**config.mk**
```make
export PLATFORM = sky130hd
export DESIGN_NAME = vga_fb_reader
export DESIGN_NICKNAME = d
export VERILOG_FILES = /design/src/rtl/vga_fb_reader_pkg.sv /design/src/rtl/vga_fb_reader_timing_gen.sv /design/src/rtl/vga_fb_reader.sv
export SDC_FILE = /design/constraint.sdc
export NUM_CORES = 1
export LEC_CHECK = 0
export BUFFER_PORTS_ARGS = -buffer_cell sky130_fd_sc_hd__buf_2
export CORE_MARGIN = 2
export CORE_UTILIZATION = 25
export DETAILED_ROUTE_END_ITERATION = 10
export GPL_TIMING_DRIVEN = 0
export PLACE_DENSITY = 0.47
export SETUP_SLACK_MARGIN = 0.15
export SYNTH_ARGS = -nofsm -noshare
export SYNTH_HDL_FRONTEND = slang
export SYNTH_HIERARCHICAL = 1
export SYNTH_SLANG_ARGS = --single-unit
```
**constraint.sdc**
```tcl
create_clock -name pclk -period 2.8 [get_ports pclk]
set_clock_uncertainty 0.1 [all_clocks]
set_input_delay 0.28 -clock pclk [delete_from_list [all_inputs] [get_ports pclk]]
set_output_delay 0.28 -clock pclk [all_outputs]
set_load 0.02 [all_outputs]
```
**src/rtl/vga_fb_reader_pkg.sv**
```systemverilog
// Shared VGA timing defaults, RGB332 field positions and the colour expansion helper
// used by the frame-buffer display path.
package vga_fb_reader_pkg;

  localparam int DEF_AW       = 15;
  localparam int DEF_FB_W     = 160;
  localparam int DEF_FB_H     = 120;
  localparam int DEF_H_ACTIVE = 640;
  localparam int DEF_H_FP     = 16;
  localparam int DEF_H_SYNC   = 96;
  localparam int DEF_H_BP     = 48;
  localparam int DEF_V_ACTIVE = 480;
  localparam int DEF_V_FP     = 10;
  localparam int DEF_V_SYNC   = 2;
  localparam int DEF_V_BP     = 33;
  localparam int DEF_RD_LAT   = 1;

  localparam int RGB_R_MSB = 7;
  localparam int RGB_G_MSB = 4;
  localparam int RGB_B_MSB = 1;

  typedef struct packed {
    logic [3:0] r;
    logic [3:0] g;
    logic [3:0] b;
  } vga_rgb_t;

  // Widen each RGB332 field to 4 bits by replicating its top bits into the spare LSBs.
  function automatic vga_rgb_t rgb332_expand(input logic [7:0] d);
    vga_rgb_t c;
    c.r = {d[RGB_R_MSB -: 3], d[RGB_R_MSB]};
    c.g = {d[RGB_G_MSB -: 3], d[RGB_G_MSB]};
    c.b = {d[RGB_B_MSB -: 2], d[RGB_B_MSB -: 2]};
    return c;
  endfunction

endpackage

```
**src/rtl/vga_fb_reader_timing_gen.sv**
```systemverilog
// vga_timing_gen: free-running pixel/line counters with raw (undelayed) sync, active and
// frame-start flags. Full counter values are exported only when FB_BORDER_EN is defined.
module vga_timing_gen
  import vga_fb_reader_pkg::*;
#(
  parameter int H_ACTIVE = DEF_H_ACTIVE,
  parameter int H_FP     = DEF_H_FP,
  parameter int H_SYNC   = DEF_H_SYNC,
  parameter int H_BP     = DEF_H_BP,
  parameter int V_ACTIVE = DEF_V_ACTIVE,
  parameter int V_FP     = DEF_V_FP,
  parameter int V_SYNC   = DEF_V_SYNC,
  parameter int V_BP     = DEF_V_BP,
  localparam int HW      = $clog2(H_ACTIVE + H_FP + H_SYNC + H_BP),
  localparam int VW      = $clog2(V_ACTIVE + V_FP + V_SYNC + V_BP)
) (
  input  logic          pclk,
  input  logic          rst,
`ifdef FB_BORDER_EN
  output logic [HW-1:0] h_cnt,
  output logic [VW-1:0] v_cnt,
`endif
  output logic [1:0]    h_phase,
  output logic [1:0]    v_phase,
  output logic          h_active,
  output logic          line_end,
  output logic          frame_end,
  output logic          de_raw,
  output logic          hsync_raw,
  output logic          vsync_raw,
  output logic          frame_start_raw
);

  localparam logic [HW-1:0] H_LAST   = HW'(H_ACTIVE + H_FP + H_SYNC + H_BP - 1);
  localparam logic [HW-1:0] H_ACT_N  = HW'(H_ACTIVE);
  localparam logic [HW-1:0] HS_START = HW'(H_ACTIVE + H_FP);
  localparam logic [HW-1:0] HS_END   = HW'(H_ACTIVE + H_FP + H_SYNC);
  localparam logic [HW-1:0] H_STEP   = HW'(1);
  localparam logic [VW-1:0] V_LAST   = VW'(V_ACTIVE + V_FP + V_SYNC + V_BP - 1);
  localparam logic [VW-1:0] V_ACT_N  = VW'(V_ACTIVE);
  localparam logic [VW-1:0] VS_START = VW'(V_ACTIVE + V_FP);
  localparam logic [VW-1:0] VS_END   = VW'(V_ACTIVE + V_FP + V_SYNC);
  localparam logic [VW-1:0] V_STEP   = VW'(1);

  logic [HW-1:0] h_cnt_r;
  logic [VW-1:0] v_cnt_r;
  logic          line_end_s;
  logic          v_last_s;

  assign line_end_s = (h_cnt_r == H_LAST);
  assign v_last_s   = (v_cnt_r == V_LAST);

  // Horizontal counter wraps every line; vertical counter steps on each horizontal wrap.
  always_ff @(posedge pclk or negedge rst) begin
    if (!rst) begin
      h_cnt_r <= '0;
      v_cnt_r <= '0;
    end else if (line_end_s) begin
      h_cnt_r <= '0;
      v_cnt_r <= v_last_s ? '0 : (v_cnt_r + V_STEP);
    end else begin
      h_cnt_r <= h_cnt_r + H_STEP;
    end
  end

`ifdef FB_BORDER_EN
  assign h_cnt = h_cnt_r;
  assign v_cnt = v_cnt_r;
`endif
  assign h_phase         = h_cnt_r[1:0];
  assign v_phase         = v_cnt_r[1:0];
  assign h_active        = (h_cnt_r < H_ACT_N);
  assign line_end        = line_end_s;
  assign frame_end       = line_end_s && v_last_s;
  assign de_raw          = (h_cnt_r < H_ACT_N) && (v_cnt_r < V_ACT_N);
  assign hsync_raw       = !((h_cnt_r >= HS_START) && (h_cnt_r < HS_END));
  assign vsync_raw       = !((v_cnt_r >= VS_START) && (v_cnt_r < VS_END));
  assign frame_start_raw = (h_cnt_r == '0) && (v_cnt_r == '0);

endmodule

```
**src/rtl/vga_fb_reader.sv**
```systemverilog
// vga_fb_reader: VGA scan-out of the 4x-upscaled RGB332 camera frame buffer.
// Optional macro FB_BORDER_EN paints a white one-pixel frame around the visible area.
module vga_fb_reader
  import vga_fb_reader_pkg::*;
#(
  parameter int AW       = DEF_AW,
  parameter int FB_W     = DEF_FB_W,
  parameter int FB_H     = DEF_FB_H,
  parameter int H_ACTIVE = DEF_H_ACTIVE,
  parameter int H_FP     = DEF_H_FP,
  parameter int H_SYNC   = DEF_H_SYNC,
  parameter int H_BP     = DEF_H_BP,
  parameter int V_ACTIVE = DEF_V_ACTIVE,
  parameter int V_FP     = DEF_V_FP,
  parameter int V_SYNC   = DEF_V_SYNC,
  parameter int V_BP     = DEF_V_BP,
  parameter int RD_LAT   = DEF_RD_LAT
) (
  input  logic          pclk,
  input  logic          rst,
  output logic [AW-1:0] mem_rd_addr,
  input  logic [7:0]    mem_rd_data,
  output logic          vga_hsync,
  output logic          vga_vsync,
  output logic [3:0]    vga_r,
  output logic [3:0]    vga_g,
  output logic [3:0]    vga_b,
  output logic          vga_de,
  output logic          frame_start
);

  localparam int L  = 2 + RD_LAT;
  localparam int HW = $clog2(H_ACTIVE + H_FP + H_SYNC + H_BP);
  localparam int VW = $clog2(V_ACTIVE + V_FP + V_SYNC + V_BP);

  localparam logic [AW-1:0] FB_W_C       = AW'(FB_W);
  localparam logic [AW-1:0] ROW_BASE_MAX = AW'(FB_W * (FB_H - 1));
  localparam logic [AW-1:0] COL_STEP     = AW'(1);

  logic [1:0]    h_phase_s;
  logic [1:0]    v_phase_s;
  logic          h_active_s;
  logic          line_end_s;
  logic          frame_end_s;
  logic          de_raw_s;
  logic          hsync_raw_s;
  logic          vsync_raw_s;
  logic          frame_start_raw_s;
  logic [AW-1:0] row_base_r;
  logic [AW-1:0] col_r;
  logic [L-1:0]  hs_d_r;
  logic [L-1:0]  vs_d_r;
  logic [L-1:0]  de_d_r;
  logic [L-1:0]  fs_d_r;
  vga_rgb_t      pix_s;
  vga_rgb_t      pix_r;
`ifdef FB_BORDER_EN
  localparam logic [HW-1:0] H_EDGE = HW'(H_ACTIVE - 1);
  localparam logic [VW-1:0] V_EDGE = VW'(V_ACTIVE - 1);
  logic [HW-1:0] h_cnt_s;
  logic [VW-1:0] v_cnt_s;
  logic [HW-1:0] h_d_r [L-1];
  logic [VW-1:0] v_d_r [L-1];
  logic          border_s;
`endif

  vga_timing_gen #(
    .H_ACTIVE (H_ACTIVE), .H_FP (H_FP), .H_SYNC (H_SYNC), .H_BP (H_BP),
    .V_ACTIVE (V_ACTIVE), .V_FP (V_FP), .V_SYNC (V_SYNC), .V_BP (V_BP)
  ) u_timing (
    .pclk            (pclk),
    .rst             (rst),
`ifdef FB_BORDER_EN
    .h_cnt           (h_cnt_s),
    .v_cnt           (v_cnt_s),
`endif
    .h_phase         (h_phase_s),
    .v_phase         (v_phase_s),
    .h_active        (h_active_s),
    .line_end        (line_end_s),
    .frame_end       (frame_end_s),
    .de_raw          (de_raw_s),
    .hsync_raw       (hsync_raw_s),
    .vsync_raw       (vsync_raw_s),
    .frame_start_raw (frame_start_raw_s)
  );

  // row_base = (v>>2)*FB_W and col = h>>2, tracked incrementally alongside the counters.
  always_ff @(posedge pclk or negedge rst) begin
    if (!rst) begin
      row_base_r <= '0;
      col_r      <= '0;
    end else if (line_end_s) begin
      col_r <= '0;
      if (frame_end_s) begin
        row_base_r <= '0;
      end else if ((v_phase_s == 2'b11) && (row_base_r != ROW_BASE_MAX)) begin
        row_base_r <= row_base_r + FB_W_C;
      end
    end else if (h_active_s && (h_phase_s == 2'b11)) begin
      col_r <= col_r + COL_STEP;
    end
  end

  // Read address register; parked at 0 outside the visible area.
  always_ff @(posedge pclk or negedge rst) begin
    if (!rst) begin
      mem_rd_addr <= '0;
    end else begin
      mem_rd_addr <= de_raw_s ? (row_base_r + col_r) : '0;
    end
  end

  // Control delay lines matching the address-register plus buffer-read latency.
  always_ff @(posedge pclk or negedge rst) begin
    if (!rst) begin
      hs_d_r <= '1;
      vs_d_r <= '1;
      de_d_r <= '0;
      fs_d_r <= '0;
    end else begin
      hs_d_r <= {hs_d_r[L-2:0], hsync_raw_s};
      vs_d_r <= {vs_d_r[L-2:0], vsync_raw_s};
      de_d_r <= {de_d_r[L-2:0], de_raw_s};
      fs_d_r <= {fs_d_r[L-2:0], frame_start_raw_s};
    end
  end

`ifdef FB_BORDER_EN
  // Position delay line so the border test sees the coordinates of the returning pixel.
  always_ff @(posedge pclk or negedge rst) begin
    if (!rst) begin
      for (int i = 0; i < L - 1; i++) begin
        h_d_r[i] <= '0;
        v_d_r[i] <= '0;
      end
    end else begin
      h_d_r[0] <= h_cnt_s;
      v_d_r[0] <= v_cnt_s;
      for (int i = 1; i < L - 1; i++) begin
        h_d_r[i] <= h_d_r[i-1];
        v_d_r[i] <= v_d_r[i-1];
      end
    end
  end

  assign border_s = (h_d_r[L-2] == '0) || (h_d_r[L-2] == H_EDGE) ||
                    (v_d_r[L-2] == '0) || (v_d_r[L-2] == V_EDGE);
`endif

  // Colour select: buffer data is only looked at on its return cycle for a visible pixel.
  always_comb begin
    pix_s = '0;
    if (de_d_r[L-2]) begin
`ifdef FB_BORDER_EN
      if (border_s) begin
        pix_s = '{r: 4'hF, g: 4'hF, b: 4'hF};
      end else begin
        pix_s = rgb332_expand(mem_rd_data);
      end
`else
      pix_s = rgb332_expand(mem_rd_data);
`endif
    end else begin
      pix_s = '0;
    end
  end

  // Output colour register.
  always_ff @(posedge pclk or negedge rst) begin
    if (!rst) begin
      pix_r <= '0;
    end else begin
      pix_r <= pix_s;
    end
  end

  assign vga_r       = pix_r.r;
  assign vga_g       = pix_r.g;
  assign vga_b       = pix_r.b;
  assign vga_hsync   = hs_d_r[L-1];
  assign vga_vsync   = vs_d_r[L-1];
  assign vga_de      = de_d_r[L-1];
  assign frame_start = fs_d_r[L-1];

endmodule
```
==> metrics.md, run 1 <==
| Metric | Value |
|---|---|
| Synth Register Bits | 80 |
| Hpwl dp | 5.67 mm |
| Die Span X | 130 um |
| Required @ worst endpoint | 2930 ps |
| First-pass GRT wire length | 13.7 mm |
| Syn nets | 401 |
| Max-capacitance violation count | 0 |
| Number of synthesized flops with an enable pin | 0 |
| Die Area | 0.0168 mm^2 |
| Syn Area/Cell | 10.6 um^2 |
| Final-report hold violation count | 0 |
| Share of post-route cells with drive strength above 1 | 24.7% |
| Sw Share | 21.3% |
| Reg clk slew, reported paths | 60 ps |
| H-tree depth | 3 |
| GRT Resource Usage Total | 10.5% |
| Cts bufs inserted | 9 |
| Tcrit/Tclk final | 91.1% |
| CORE AREA | 0.0153 mm^2 |
| Fmax | 0.392 GHz |
| RSZ-0062 raised after global routing | false |
| Initial DRC count | 150 |
| Crit. End Element | register |
| Via density | 4.45 |
| Relative slew slack | 65.9% |
| Hold slack | 43.3 ps |
| Count leader, synth | dfrtp_1 |
| Post-synth top cells | dfrtp_1 (74), nor2_1 (30), nand2_1 (28), and2_1 (23), nand3_1 (21) |
| Clk_lat worst skew | 340 ps |
| Sink Count | 80 |
| Share of the synthesized area in the top cell type | 46.8% |
| Post-Syn Area | 0.00396 mm^2 |
| Top cells by area, synth | dfrtp_1 (47%), ha_1 (5.1%), dfstp_2 (4.0%) |
| Die Ht | 130 um |
| DRC | 0 |
| Final wirelength | 8.33 mm |
| Clock power frac | 49.0% |
| CTS Root Cell | clkbuf_16 |
| Routability cong. | 0.802 |
| Maximum VDD drop | 0.272 mV |
| DRT Pass-1 Iters | 4 |
| Outcome | complete, no violations |
| Max FO, Critical Path | 10 |
| Register area share after synthesis | 50.8% |
| Async set or reset register ratio after synthesis | 100% |
| Routed Antenna Nets | 0 |
| I/O pins | 41 |
| Post-layout util | 31.9% |
| Sw Pwr | 0.513 mW |
| Antenna Cells | 0 |
| Warnings, synthesis | 6 |
| Max Slew Vio Count | 0 |
| Largest net degree at the start of global routing | 60 |
| Pint | 1.90 mW |
| Total number of vias | 2908 |
| Post-synth cell types | 51 |
| Dominant synthesized flop cell | dfrtp_1 |
| Part of the power in registers | 48.3% |
| Hold Crit Class | input pin to register |
| WL/cell | 12.8 um |
| Pwr Density | 494 mW/mm^2 |
| Largest area contributor in the netlist | dfrtp_1 |
| Endpoints failing setup | 0 |
| Layout area overhead | 23.4% |
| Tot Pwr | 2.41 mW |
| Combinational share of power | 2.7% |
| Pleak | 2.31 nW |
| Starting Density | 25.8% |
| # rows | 45 |
| I/O Buffers | 40 |
| Worst Tran Pin Value | 508 ps |
| Mapped Cells | 375 |
| Vias in the first global route | 2767 |
| Initial antenna violation count | 0 |
| CP arrival | 2680 ps |
| Kind of critical path | register to register |
| GR Overflow Total | 0 |
| Critical path startpoint category | register |
| Final nets | 463 |
| CTS tree | yes |
| Minimum clock period | 2550 ps |
| Clock Path Buffers | 2 |
[worst max-delay path, cell delays in order, from the launching register on]
cell and delay, ps:
dfrtp_1 360, ha_2 210, and4_4 230, nand4_4 160, nor2_2 140, buf_6 130
nor2b_4 40, and3_1 170, a41o_1 230, buf_6 130, clkbuf_4 180, a221o_1 350
[worst paths after layout]
check	from	slack (ps)	depth (start not counted)	endpoint
setup / recovery	u_timing/h_cnt_r[1]	250	11	row_base_r[7]
hold reg to reg	fs_d_r[1]	250	0	fs_d_r[2]
setup reg to reg	u_timing/h_cnt_r[1]	250	11	row_base_r[7]
max in group asynchronous	rst	1720	3	u_timing/v_cnt_r[1]
min in group asynchronous	rst	280	2	vga_r[0]
hold / removal	mem_rd_data[1]	40	2	vga_b[1]
[metal layers]
layer  GRT usage, %  part of all wire [%]  vias to the layer above
li1               -                     -                     1434
met1           12.9                    47                     1412
met2           16.7                    47                       43
met3           3.08                   3.4                       19
met4           5.38                   2.3                        0
met5              0                     0                        -
[power by group through the flow]
| stage | logic [mW] | clock network, mW | registers (mW) |
|---|---|---|---|
| 3_3_place_gp | 0.0612 | 0 | 1.19 |
| 4_1_cts | 0.0687 | 1.22 | 1.17 |
| 6_report | 0.0650 | 1.18 | 1.17 |
| 3_5_place_dp | 0.0675 | 0 | 1.19 |
| 2_1_floorplan | 0.0129 | 0 | 1.20 |
| 5_1_grt | 0.0745 | 1.28 | 1.16 |
[metrics by stage]
stage	area [um^2]	instances	setup TNS (ps)	worst slack [ps]
2_1_floorplan	3960	375	0	211
3_3_place_gp	4420	626	-1210	-212
3_5_place_dp	4450	627	-1360	-232
4_1_cts	4800	647	0	173
5_1_grt	4880	653	0	145
6_report	4880	653	0	248
[cells in the final DEF, fill, tap and decap left out, drive strengths merged, types with 6 or more instances in the layout]
cell,netlist,routed
dfstp,6,6
o21ai,9,9
dfrtp,74,74
nand3,21,21
and2,24,24
a31oi,6,6
nor2,30,30
xor2,17,17
nand4,11,11
a21oi,12,12
xnor2,15,15
nor3,9,9
nand2,28,28
clkbuf,7,17
and3,11,11
inv,7,7
buf,14,65
ha,16,16
[what timing repair did]
item                       CTS  global route
hold endpoints to repair    21             0
hold buffers                 1             0
resized for setup            4            13
buffers inserted             4             6
setup endpoints to repair   10            25
pin swaps                    1             3
[flip-flops by register name, indices dropped and copies added, names as in the netlist, 3 cells and up]
name,count
fs_d_r,3
col_r,15
vga_r,3
hs_d_r,3
u_timing/h_cnt_r,10
row_base_r,10
vga_g,3
mem_rd_addr,15
vs_d_r,3
u_timing/v_cnt_r,10
de_d_r,3
[area by class of cell]
cell class,instances,area (um^2)
Multi-Input combinational cell,266,1810
Clock inverter,5,57.6
Inverter,8,35.0
Timing Repair Buffer,52,315
Tap cell,211,264
Fill cell,1603,10400
Buffer,20,141
Sequential cell,80,2010
Clock buffer,11,243
[kinds of logic after synthesis]
| kind of cell | Yosys count | synth area share [%] |
|---|---|---|
| AO/OA/AOI/OAI | 49 | 8.32 |
| adder cells (fa/ha/maj) | 16 | 5.06 |
| AND/OR/NAND/NOR | 164 | 23.1 |
| buffers and inverters | 29 | 4.40 |
| multiplexers | 4 | 1.01 |
| XOR/XNOR | 32 | 7.27 |
| other | 1 | 0.0948 |
| flip-flops | 80 | 50.8 |
Note: power is estimated with default switching activity, not from simulation.
==> run 2, diff against run 1 <==
--- a/config.mk
+++ b/config.mk
@@ -10,6 +10,7 @@
 export CORE_UTILIZATION = 25
 export DETAILED_ROUTE_END_ITERATION = 10
 export GPL_TIMING_DRIVEN = 0
+export MAX_ROUTING_LAYER = met4
 export PLACE_DENSITY = 0.47
 export SETUP_SLACK_MARGIN = 0.15
 export SYNTH_ARGS = -nofsm -noshare
==> run 2 against run 1 <==
  * Core utilization unchanged
  * Power is essentially flat
  * Maximum frequency hardly changed
  * Routed wire length about the same
  * Worst hold slack lost 3.8 ps
  * Critical path type unchanged
==> metrics.md, run 2 (synthesis gave the netlist of run 1 again) <==
| Metric | Value |
|---|---|
| Initial DRC count | 136 (-9.3%) |
| Hold Crit Class | input pin to register |
| Starting Density | 25.8% (unchanged) |
| Sw Pwr | 0.512 mW (-0.15%) |
| Die Span X | 130 um (unchanged) |
| Fmax | 0.391 GHz (about the same) |
| CTS tree | yes |
| CORE AREA | 0.0153 mm^2 (unchanged) |
| Hpwl dp | 5.67 mm (unchanged) |
| Required @ worst endpoint | 2930 ps (about the same) |
| Share of post-route cells with drive strength above 1 | 24.7% (unchanged) |
| CTS Root Cell | clkbuf_16 |
| Initial antenna violation count | 0 (unchanged) |
| Via density | 4.44 (-0.34%) |
| Crit. End Element | register |
| End of the worst hold path | vga_b[1] |
| DRT Pass-1 Iters | 4 (unchanged) |
| Routed Antenna Nets | 0 (unchanged) |
| Commonest non-fill, non-tap cell in the layout | dfrtp_1 |
| First-pass GRT wire length | 13.7 mm (unchanged) |
| Final wirelength | 8.33 mm (about the same) |
| Sink Count | 80 (unchanged) |
| Relative slew slack | 66.0% (about the same) |
| Clock Path Buffers | 2 (unchanged) |
| CP arrival | 2690 ps (about the same) |
| Top flop regs | col_r (15), mem_rd_addr (15) |
| Reg clk slew, reported paths | 60 ps (about the same) |
| GR Overflow Total | 0 (unchanged) |
| RSZ-0062 raised after global routing | false |
| Largest net degree at the start of global routing | 60 (unchanged) |
| Die Area | 0.0168 mm^2 (unchanged) |
| Max Slew Vio Count | 0 (unchanged) |
| I/O pins | 41 (unchanged) |
| Post-Place Cell Area | 0.00445 mm^2 (unchanged) |
| R2R cell count | 11 (unchanged) |
| Sw Share | 21.2% (-0.023 points) |
| Pint | 1.90 mW (about the same) |
| I/O Buffers | 40 (unchanged) |
| Max FO, Critical Path | 10 (unchanged) |
| Layout area overhead | 23.4% (unchanged) |
| Clock power frac | 49.0% (about the same) |
| Minimum clock period | 2550 ps (+2.17 ps) |
| Cts bufs inserted | 9 (unchanged) |
| Maximum VDD drop | 0.275 mV (+0.95%) |
| Final nets | 463 (unchanged) |
| Kind of critical path | register to register |
| # rows | 45 (unchanged) |
| Pleak | 2.31 nW (unchanged) |
| Finished Cell Area | 0.00488 mm^2 (unchanged) |
| Tcrit/Tclk final | 91.2% (about the same) |
| Setup TNS | 0 ps (unchanged) |
| Hold slack | 39.6 ps (-3.77 ps) |
| Total number of vias | 2898 (-0.34%) |
| Endpoints failing setup | 0 (unchanged) |
| Final-report hold violation count | 0 (unchanged) |
| FF-to-FF End | row_base_r[7] |
| GRT Resource Usage Total | 10.8% (+0.34 points) |
| Die Ht | 130 um (unchanged) |
| Antenna Cells | 0 (unchanged) |
| DRC | 0 (unchanged) |
| Hold path depth | 2 (unchanged) |
| Worst r2r src | u_timing/h_cnt_r[1] |
| Worst Tran Pin Value | 508 ps (-0.168 ps) |
| WL/cell | 12.8 um (about the same) |
| Vias in the first global route | 2767 (unchanged) |
| Clk_lat worst skew | 350 ps (about the same) |
| Part of the power in registers | 48.3% (about the same) |
| H-tree depth | 3 (unchanged) |
| Pwr Density | 494 mW/mm^2 (about the same) |
| Combinational share of power | 2.7% (about the same) |
| Most frequent cells in the layout | dfrtp_1 (72), buf_2 (40), nand2_1 (28), nor2_1 (28), and2_1 (23) |
| Max-capacitance violation count | 0 (unchanged) |
| Hold wc startpoint | mem_rd_data[1] |
| Outcome | complete, no violations |
| Routability cong. | 0.813 (+1.4%) |
| Critical path startpoint category | register |
| Reg2Reg Setup Slack | 250 ps (about the same) |
## run 2: worst max path at each step
stage | start | to | slack [ps] | cells past startpoint
after floorplan | u_timing/h_cnt_r[0] | row_base_r[7] | 210 | 11
after global placement | u_timing/h_cnt_r[0] | row_base_r[13] | -210 | 11
after detailed placement | u_timing/h_cnt_r[0] | row_base_r[8] | -230 | 11
after CTS | u_timing/h_cnt_r[8] | col_r[10] | 170 | 7
after global routing | u_timing/h_cnt_r[0] | row_base_r[7] | 140 | 11
final | u_timing/h_cnt_r[1] | row_base_r[7] | 250 | 11
## run 2: power by group through the flow
stage | registers (mW) | logic (mW) | clock network, mW
after floorplan | 1.20 | 0.0129 | 0
after CTS | 1.17 | 0.0687 | 1.22
final | 1.17 | 0.0650 | 1.18
after global placement | 1.19 | 0.0612 | 0
after global routing | 1.16 | 0.0744 | 1.28
after detailed placement | 1.19 | 0.0675 | 0
## run 2: layout make-up
type	count	area [um^2]
well taps	211	264
plain buffers	20	141
repair buffers	52	315
clock buffers	11	243
inverters	8	35.0
flip-flops and latches	80	2010
multi-input cells	266	1810
clock inverters	5	57.6
fillers	1603	10400
## run 2: critical path: stages, from the launching register on
cell and delay, ps:
dfrtp_1 360, ha_2 210, and4_4 230, nand4_4 160
nor2_2 140, buf_6 130, nor2b_4 40, and3_1 170
a41o_1 230, buf_6 130, clkbuf_4 180, a221o_1 350
## run 2: per-stage QoR
stage                     util [%]  setup slack, ps  total power, mW  cells
after global placement        28.9             -212             1.25    626
after detailed placement      29.1             -232             1.25    627
after global routing          31.9              144             2.52    653
after CTS                     31.4              173             2.46    647
after floorplan                  -              211             1.21    375
final                         31.9              246             2.41    653
## run 2: timing repair
| action | CTS | global route |
|---|---|---|
| endpoints found under the setup margin | 10 | 25 |
| hold endpoints to repair | 21 | 0 |
| pin swaps | 1 | 3 |
| hold buffers | 1 | 0 |
| resized for setup | 4 | 13 |
| buffers inserted | 4 | 6 |
## run 2: layer usage
layer  global-route usage, %  vias up  wire (um)
met5                       -        -          0
met4                    5.38        0        211
met3                    3.20       19        286
met2                    16.7       45       3870
met1                    12.9     1398       3950
li1                        -     1436          -
==> run 3, diff against run 2 <==
--- a/config.mk
+++ b/config.mk
@@ -5,13 +5,15 @@
 export SDC_FILE = /design/constraint.sdc
 export NUM_CORES = 1
 export LEC_CHECK = 0
+export ABC_AREA = 1
 export BUFFER_PORTS_ARGS = -buffer_cell sky130_fd_sc_hd__buf_2
 export CORE_MARGIN = 2
 export CORE_UTILIZATION = 25
 export DETAILED_ROUTE_END_ITERATION = 10
 export GPL_TIMING_DRIVEN = 0
 export MAX_ROUTING_LAYER = met4
-export PLACE_DENSITY = 0.47
+export PLACE_DENSITY = 0.45
+export REMOVE_ABC_BUFFERS = 1
 export SETUP_SLACK_MARGIN = 0.15
 export SYNTH_ARGS = -nofsm -noshare
 export SYNTH_HDL_FRONTEND = slang
==> constraint.sdc (replaced) <==
create_clock -name pclk -period 3 [get_ports pclk]
set_clock_uncertainty 0.1 [all_clocks]
set_input_delay 0.3 -clock pclk [delete_from_list [all_inputs] [get_ports pclk]]
set_output_delay 0.3 -clock pclk [all_outputs]
set_load 0.02 [all_outputs]
==> run 3 against run 2 <==
  * Largest cell class unchanged
  * Worst setup slack gained 270 ps
  * Via count up 18%
  * Cell count is 26% higher
  * Sequential share of layout area is 2.1 points lower
  * First-iteration DRC count rose by 35%
  * Core utilization shrank 2.1 points
  * Critical path type unchanged
==> metrics.md, run 3 <==
| Metric | Value |
|---|---|
| Final wirelength | 9.06 mm (+8.8%) |
| Share of post-route cells with drive strength above 1 | 17.0% (-7.7 points) |
| I/O Buffers | 40 (unchanged) |
| CTS Root Cell | clkbuf_16 |
| Initial DRC count | 183 (+35%) |
| CORE AREA | 0.0172 mm^2 (+13%) |
| Clk_lat worst skew | 340 ps (about the same) |
| Antenna Cells | 0 (unchanged) |
| Simple-Gate Fraction of Synth Area | 30.5% (+7.4 points) |
| Initial antenna violation count | 0 (unchanged) |
| Register area share after synthesis | 45.7% (-5.1 points) |
| # rows | 48 (+6.7%) |
| End of the worst hold path | vga_b[1] |
| Hold wc startpoint | mem_rd_data[1] |
| Final nets | 621 (+34%) |
| Finished Cell Area | 0.00513 mm^2 (+5.2%) |
| Largest area contributor in the netlist | dfrtp_1 |
| Minimum clock period | 2490 ps (-68.3 ps) |
| Starting Density | 25.5% (-0.30 points) |
| GRT Resource Usage Total | 10.9% (+0.079 points) |
| I/O pins | 41 (unchanged) |
| Hpwl dp | 6.91 mm (+22%) |
| WL/cell | 11.0 um (-14%) |
| Die Ht | 137 um (+5.3%) |
| Outcome | complete, no violations |
| Synth Register Bits | 80 (unchanged) |
| Tot Pwr | 2.28 mW (-5.5%) |
| Fmax | 0.402 GHz (+2.7%) |
| Maximum VDD drop | 0.170 mV (-38%) |
| Placed insts | 808 (+29%) |
| Filler cells | 1842 (+15%) |
| Critical path startpoint category | register |
| Endpoints failing setup | 0 (unchanged) |
| Vias in the first global route | 3416 (+23%) |
| Crit. End Element | register |
| Reg2Reg Setup Slack | 510 ps (+270 ps) |
| Worst Tran Pin Value | 504 ps (-4.11 ps) |
| Most frequent cells in the layout | nand2_1 (146), inv_1 (82), dfrtp_1 (74) |
| Async set or reset register ratio after synthesis | 100% (unchanged) |
| Reg clk slew, reported paths | 60 ps (about the same) |
| Pwr Density | 444 mW/mm^2 (-10%) |
| H-tree depth | 3 (unchanged) |
| Adder-cell share of the synthesized area | 4.55% (-0.51 points) |
| Routability cong. | 0.805 (-1.0%) |
| Total number of vias | 3415 (+18%) |
| Final Non-Filler Cells | 825 (+26%) |
| XOR/XNOR Fraction of Synth Area | 3.58% (-3.7 points) |
| Mapped Cells | 556 (+48%) |
| Top cells by area, synth | dfrtp_1 (42%), nand2_1 (12%), inv_1 (7.0%) |
| Largest net degree at the start of global routing | 48 (-20%) |
| CP arrival | 2620 ps (-70 ps) |
| Worst r2r src | u_timing/h_cnt_r[0] |
| Syn Area/Cell | 7.91 um^2 (-25%) |
| Hold Crit Class | input pin to register |
| Tcrit/Tclk final | 82.9% (-8.4 points) |
| Final-report hold violation count | 0 (unchanged) |
| Die Span X | 137 um (+5.3%) |
| Count leader, synth | nand2_1 |
| DRC | 0 (unchanged) |
| Kind of critical path | register to register |
| Post-synth top cells | nand2_1 (146), inv_1 (82), dfrtp_1 (74), nor2_1 (57), nand3_1 (33) |
| Cts bufs inserted | 9 (unchanged) |
| Share of the synthesized area in the top cell type | 42.1% (-4.7 points) |
| First-pass GRT wire length | 15.8 mm (+16%) |
| Synth Area in Compound Gates | 5.15% (-3.2 points) |
| Post-Place Cell Area | 0.00482 mm^2 (+8.2%) |
| Warnings, synthesis | 6 (unchanged) |
| Via density | 4.14 (-6.7%) |
| Hold path depth | 3 (+1) |
| Setup TNS | 0 ps (unchanged) |
| Top flop regs | col_r (15), mem_rd_addr (15) |
| Commonest non-fill, non-tap cell in the layout | nand2_1 |
| Max-capacitance violation count | 0 (unchanged) |
| Sink Count | 80 (unchanged) |
| Max FO, Critical Path | 16 (+6) |
| Largest family of logic cells by synthesized area | simple AND/OR/NAND/NOR gates |
| Hold slack | 52.6 ps (+13.0 ps) |
| Relative slew slack | 66.1% (+0.10 points) |
| Post-synth cell types | 40 (-22%) |
| CTS resizes | 0 (-4) |
| Layout area overhead | 16.7% |
| Max Slew Vio Count | 0 (unchanged) |
| DRT Pass-1 Iters | 4 (unchanged) |
| Multiplexer area fraction after synthesis | 0% (-1.0 points) |
| Post-Syn Area | 0.00440 mm^2 (+11%) |
| Number of synthesized flops with an enable pin | 0 (unchanged) |
| Clock Path Buffers | 2 (unchanged) |
| RSZ-0062 raised after global routing | false |
| Routed Antenna Nets | 0 (unchanged) |
| Pleak | 2.70 nW (+17%) |
| GR Overflow Total | 0 (unchanged) |
| CTS tree | yes |
| Dominant synthesized flop cell | dfrtp_1 |
| R2R cell count | 10 (-1) |
| Required @ worst endpoint | 3130 ps (+200 ps) |
| FF-to-FF End | col_r[11] |
| Die Area | 0.0187 mm^2 (+11%) |
-- run 3: repair_timing --
item	4_1_cts	5_1_grt
hold endpoints to repair	33	0
hold buffers	1	0
setup buffers	0	0
-- run 3: worst max-delay path by stage --
stage	startpoint	end	cells past startpoint
after detailed placement	u_timing/h_cnt_r[0]	col_r[11]	10
after global placement	u_timing/h_cnt_r[7]	mem_rd_addr[4]	6
after floorplan	u_timing/h_cnt_r[0]	col_r[11]	10
final	u_timing/h_cnt_r[0]	col_r[11]	10
after CTS	u_timing/h_cnt_r[1]	col_r[11]	10
after global routing	u_timing/h_cnt_r[0]	col_r[11]	10
-- run 3: power by group --
part           switching [mW]  internal (mW)
sequential            0.00179           1.09
combinational          0.0407         0.0174
clock                   0.462          0.670
-- run 3: area by class of cell --
class	count	area (um^2)	share of cell area (%)
Clock inverter	6	67.6	1.32
Tap cell	225	282	5.48
Multi-Input combinational cell	369	1930	37.7
Inverter	92	352	6.85
Sequential cell	80	2010	39.1
Timing Repair Buffer	43	251	4.90
Clock buffer	10	239	4.66
-- run 3: critical path, stage by stage, from the launching register on --
cell	delay, ps
dfrtp_1	420
ha_1	260
nand3_4	140
nor2_4	430
inv_1	320
nand2_1	190
inv_1	70
nor3_1	260
nand2_1	80
nand2_1	60
nor2_1	40
-- run 3: cells by family (layout without fill, tap and decap cells) --
group,Yosys count,in the layout
other,1,1
XOR/XNOR,18,18
buffers and inverters,107,151
adder cells (fa/ha/maj),16,16
flip-flops,80,80
AND/OR/NAND/NOR,291,291
AO/OA/AOI/OAI,43,43
-- run 3: layer usage --
layer  track usage, %  up-vias  routed length (um)
li1                 -     1796                   -
met1             13.8     1583                4440
met2             17.8       29                4280
met3             1.56        7                 217
met4             3.70        0                 118
met5                -        -                   0
-- run 3: through the flow --
| step | util (%) | setup slack, ps |
|---|---|---|
| 6_report | 29.8 | 514 |
| 3_5_place_dp | 27.9 | 487 |
| 3_3_place_gp | 27.7 | -245 |
| 4_1_cts | 29.8 | 470 |
| 2_1_floorplan | - | 971 |
| 5_1_grt | 29.8 | 230 |
